## src/rtl/adc_trigger_sequencer.sv

```systemverilog
// Trigger qualification, offset delay and per-segment capture-start sequencing in the ADC sample clock domain.
// Latency: capture_go_o fires trigger_offset+1 cycles after the qualifying edge; later segments follow by counter or by re-trigger.
// Backpressure: none; seg_done_i paces trigger-mode segments and ends the final one, and deasserting cmd_arm_adc aborts at once.
module adc_trigger_sequencer #(
    parameter int pSEG_W = 16,
    parameter int pCYC_W = 20
) (
    input  logic              adc_sampleclk,
    input  logic              reset_i,
    input  logic              cmd_arm_adc,
    input  logic              trig_in,
    input  logic              trigger_mode,
    input  logic              trigger_wait,
    input  logic              trigger_now,
    input  logic [31:0]       trigger_offset,
    input  logic [pSEG_W-1:0] num_segments,
    input  logic [pCYC_W-1:0] segment_cycles,
    input  logic              segment_cycle_counter_en,
    input  logic              seg_done_i,
    output logic              capture_go_o,
    output logic              armed_o,
    output logic              capture_active_o,
    output logic              done_o,
    output logic [pSEG_W-1:0] segment_count_o,
    output logic [31:0]       trigger_length
);

    typedef enum logic [2:0] {
        S_IDLE,
        S_WAIT_INACTIVE,
        S_ARMED,
        S_OFFSET,
        S_SEG_BUSY,
        S_DONE
    } state_t;

    state_t            state, state_nxt;
    logic              act, act_d, now_d, trig_evt;
    logic [31:0]       off_cnt;
    logic [pCYC_W-1:0] gap_cnt, gap_load;
    logic [pSEG_W-1:0] seg_target;
    logic              last_seg, go, active_r, len_run, len_start, arm_clear;

    assign act       = ~(trig_in ^ trigger_mode);
    assign trig_evt  = (act & ~act_d) | (trigger_now & ~now_d);
    assign seg_target = (num_segments == '0) ? pSEG_W'(1) : num_segments;
    assign last_seg  = (segment_count_o >= seg_target);
    // Loading spacing-1 on the go cycle makes pulses exactly max(segment_cycles,1) apart.
    assign gap_load  = (segment_cycles == '0) ? '0 : segment_cycles - pCYC_W'(1);
    assign arm_clear = (state == S_IDLE) && cmd_arm_adc;
    assign len_start = (state == S_ARMED) && (state_nxt == S_OFFSET) && (segment_count_o == '0);

    always_ff @(posedge adc_sampleclk) begin
        if (reset_i) begin
            state <= S_IDLE;
        end else begin
            state <= state_nxt;
        end
    end

    always_comb begin
        state_nxt = state;
        if (state != S_IDLE && !cmd_arm_adc) begin
            state_nxt = S_IDLE;
        end else begin
            case (state)
                S_IDLE: begin
                    if (cmd_arm_adc) begin
                        state_nxt = (trigger_wait && act) ? S_WAIT_INACTIVE : S_ARMED;
                    end
                end
                S_WAIT_INACTIVE: begin
                    if (!act) begin
                        state_nxt = S_ARMED;
                    end
                end
                S_ARMED: begin
                    if (trig_evt) begin
                        state_nxt = S_OFFSET;
                    end
                end
                S_OFFSET: begin
                    if (off_cnt == '0) begin
                        state_nxt = S_SEG_BUSY;
                    end
                end
                S_SEG_BUSY: begin
                    if (last_seg) begin
                        if (seg_done_i) begin
                            state_nxt = S_DONE;
                        end
                    end else if (!segment_cycle_counter_en && seg_done_i) begin
                        state_nxt = S_ARMED;
                    end
                end
                S_DONE:  state_nxt = S_DONE;
                default: state_nxt = S_IDLE;
            endcase
        end
    end

    always_comb begin
        go = 1'b0;
        if (cmd_arm_adc) begin
            if (state == S_OFFSET && off_cnt == '0) begin
                go = 1'b1;
            end else if (state == S_SEG_BUSY && !last_seg && segment_cycle_counter_en && gap_cnt == '0) begin
                go = 1'b1;
            end
        end
        capture_go_o     = go;
        armed_o          = (state == S_ARMED);
        done_o           = (state == S_DONE);
        capture_active_o = active_r | go;
    end

    always_ff @(posedge adc_sampleclk) begin
        if (reset_i) begin
            act_d           <= 1'b0;
            now_d           <= 1'b0;
            off_cnt         <= '0;
            gap_cnt         <= '0;
            active_r        <= 1'b0;
            len_run         <= 1'b0;
            segment_count_o <= '0;
            trigger_length  <= '0;
        end else begin
            act_d <= act;
            now_d <= trigger_now;

            if (state == S_ARMED && state_nxt == S_OFFSET) begin
                off_cnt <= trigger_offset;
            end else if (state == S_OFFSET && off_cnt != '0) begin
                off_cnt <= off_cnt - 32'd1;
            end

            if (go) begin
                gap_cnt <= gap_load;
            end else if (state == S_SEG_BUSY && gap_cnt != '0) begin
                gap_cnt <= gap_cnt - pCYC_W'(1);
            end

            if (arm_clear) begin
                segment_count_o <= '0;
            end else if (go && segment_count_o != '1) begin
                segment_count_o <= segment_count_o + pSEG_W'(1);
            end

            if (state_nxt == S_DONE || state_nxt == S_IDLE) begin
                active_r <= 1'b0;
            end else if (go) begin
                active_r <= 1'b1;
            end

            // Length measures only the first trigger of an arm and freezes on the first inactive cycle.
            if (arm_clear) begin
                trigger_length <= '0;
                len_run        <= 1'b0;
            end else if (len_start) begin
                trigger_length <= {31'd0, act};
                len_run        <= act;
            end else if (len_run) begin
                if (!act || state_nxt == S_IDLE) begin
                    len_run <= 1'b0;
                end else if (trigger_length != '1) begin
                    trigger_length <= trigger_length + 32'd1;
                end
            end
        end
    end

endmodule
```

## config.mk

```make
export PLATFORM = sky130hd
export DESIGN_NAME = adc_trigger_sequencer
export DESIGN_NICKNAME = d
export VERILOG_FILES = /design/src/rtl/adc_trigger_sequencer.sv
export SDC_FILE = /design/constraint.sdc
export NUM_CORES = 1
export LEC_CHECK = 0
export BUFFER_PORTS_ARGS = -buffer_cell sky130_fd_sc_hd__buf_4
export CAP_MARGIN = 20
export CORE_ASPECT_RATIO = 0.6
export CORE_UTILIZATION = 25
export DETAILED_ROUTE_END_ITERATION = 8
export GPL_TIMING_DRIVEN = 0
export PLACE_DENSITY = 0.53
export SYNTH_ARGS = -nofsm -noshare
export SYNTH_HDL_FRONTEND = slang
export SYNTH_SLANG_ARGS = --single-unit
```

## constraint.sdc

```tcl
create_clock -name adc_sampleclk -period 6.53 [get_ports adc_sampleclk]
set_input_delay 0.3265 -clock adc_sampleclk [delete_from_list [all_inputs] [get_ports adc_sampleclk]]
set_output_delay 0.3265 -clock adc_sampleclk [all_outputs]
set_load 0.02 [all_outputs]
```

==> impl_metrics.tcl <==
set metrics [dict create \
    htree_num_levels 3 \
    critical_path.top_delay_family "compound AO/OA/AOI/OAI gates" \
    drive_gt1_frac 0.177 \
    antenna_cells 0 \
    p_per_area_nw_per_um2 200 \
    layout_common_cells "buf_4, nor2_1, dfxtp_1" \
    slew_headroom 0.260 \
    cts-root-buf "clkbuf_16" \
    die_h_um 129 \
    tightest_slew_ps 1100 \
    start_util 0.259 \
    syn_nets 956 \
    ctsResizeCount 0 \
    syn_area_sq_um 6690 \
    drt_wl_total_um 22800 \
    cpMaxStageDelayCell "a211oi_1" \
    yosysSeqAreaShare 0.320 \
    drt_pass1_iterations 5 \
    endpoint_kind "output port" \
    cts_buffer_depth 2 \
    grt_max_degree 18 \
    multi_input_area_sq_um 4220 \
    track_usage 0.167 \
    core_sq_um 25800 \
    crit_buf_inv 2 \
    antenna_found_initial 0 \
    setup_viol 0 \
    fin_skew_ps 10.1 \
    synth_seq_cells 107 \
    max_stage_delay_ps 710 \
    ant_nets 0 \
    clock_sinks 107 \
    std_cell_rows 45 \
    dp_worst_setup_slack_ps 2650 \
    worstHoldPathType "in -> reg" \
    fmax_ghz 0.257 \
    clock_latency_ps 370 \
    io_buffer_count 127 \
    final_cell_area_sq_um 8410 \
    syn_to_final_growth_pct 25.7 \
    synthDistinctLibCells 69 \
    cts_tree "built" \
    holdWs_ps 210 \
    outcome "completed" \
    path_clk_slew_ps 80 \
    cp.arrival_ps 3560 \
    maxSlewViolCount 0 \
    avgSynthCellArea_sq_um 7.81 \
    vias_per_cell 5.11 \
    synth_edf_count 0 \
    gp_congestion 0.827 \
    worstPathCellList "ha_1 -> a21o_1 -> a221o_1 -> a211oi_1 -> o211ai_2 -> and2_4 -> buf_2 -> nand2b_1 -> buf_4" \
    async_flop_share 0 \
    yosys_warnings 0 \
    drc_errors 0 \
    synth.area.top_cells "dfxtp_1, xnor2_1, nor2_1, ha_1, nand2_1" \
    numCtsBuffers 9 \
    fin_crit_sh 0.595 \
    dpl.hpwl_um 17600 \
    timing.final.ws_setup_ps 2640 \
    vias 6907 \
    totalNegativeSetupSlack_ps 0 \
    final_nets 1095 \
    start_kind "flip-flop" \
    drt_iter0_markers 710 \
    yosys.area.top_type "dfxtp_1" \
    grt_pass1_vias 6278 \
    rsz0062_at_grt "false" \
    period_needed_ps 3890 \
    grt_overflow 0 \
    place_area_sq_um 8090 \
    grt_pass1_wl_um 35500 \
    peakVddDrop_mv 0.129 \
    yosysTopAreaCellShare 0.320 \
    ioPinCount 129 \
    crit_required_ps 6200 \
    path_max_fanout 10 \
    dieArea_sq_um 27400 \
    post-cts-setup-buffers 0 \
    die_x_um 213 \
    p_leak_nw 3.14 \
    path_class "reg -> out" \
    fillers 2784 \
    maxCapViolCount 0 \
    hold_viol 0 \
    final_common_cell "buf_4" \
    syn_inst 856 \
    post_drt_wl_per_cell_um 16.9 \
    cts.hold.buffers_added 0 \
    seq_area_sq_um 2140 \
    synth-main-ff-cell "dfxtp_1" \
]
layout make-up:
class,count,area share
Inverter,38,0.0170
Tap cell,352,0.0524
Sequential cell,107,0.255
Buffer,42,0.0219
Timing Repair Buffer,128,0.114
Clock inverter,6,0.0107
Multi-Input combinational cell,669,0.502
Clock buffer,10,0.0272
sequential cells by signal (all words and copies together) (netlist names):
signal,flops
trigger_length,32
state,3
len_run,1
segment_count_o,16
now_d,1
off_cnt,32
active_r,1
gap_cnt,20
act_d,1
cell usage after synthesis (all sizes together) (8+ instances only):
master and number:
a21oi 43, or4 12, buf 8, xor2 21, o211ai 11, nand2 69
nor4 40, and2 9, a31oi 16, dfxtp 107, inv 38, nand2b 9
nor3 47, o21ai 20, ha 23, and3 13, clkbuf 34, xnor2 50
a211oi 22, or3 17, nand3 33, nand4 17, nor2 109
through the flow:
stage               power, mW  std cells   util
finish                   1.68       1352  0.326
global route             1.76       1352  0.326
CTS                      1.69       1352  0.326
detailed placement       1.08       1336  0.314
global placement         1.07       1335  0.313
floorplan               0.945        856      -
routing by layer:
layer | track usage | vias to the layer above | wire length (um)
met3 | 0.0327 | 16 | 1570
li1 | - | 3427 | -
met4 | 0.0332 | 0 | 225
met2 | 0.219 | 226 | 8690
met5 | 0 | - | 0
met1 | 0.270 | 3238 | 12300
power by group:
part | internal [mW] | total (mW) | switching [mW]
combinational | 0.145 | 0.367 | 0.222
sequential | 0.676 | 0.700 | 0.0242
clock | 0.338 | 0.611 | 0.273
worst reg2reg max path, cell delays in order, from the launching register on:
cell	delay, ps
dfxtp_1	450
ha_1	290
a21o_1	170
a221o_1	340
a211oi_1	710
o2111ai_2	540
and2_0	310
clkbuf_1	230
nor4_1	350
a311oi_1	130
final timing paths:
| path | slack, ps | cells after the start | to | start |
|---|---|---|---|---|
| max | 2640 | 9 | capture_active_o | segment_count_o[9] |
| min | 210 | 3 | off_cnt[4] | trigger_offset[4] |
| max reg2reg | 2880 | 9 | segment_count_o[12] | segment_count_o[9] |
| min reg2reg | 500 | 2 | off_cnt[1] | off_cnt[1] |
kinds of logic (layout without fill, tap and decap cells):
family | Yosys count | in the layout | share of synthesized area
AND/OR/NAND/NOR | 408 | 408 | 0.318
AO/OA/AOI/OAI | 166 | 166 | 0.175
flip-flops | 107 | 107 | 0.320
buffers and inverters | 80 | 224 | 0.0488
XOR/XNOR | 71 | 71 | 0.0930
adder cells (fa/ha/maj) | 23 | 23 | 0.0430
multiplexers | 1 | 1 | 0.00150
No activity file was read; power rests on OpenSTA's default activity.
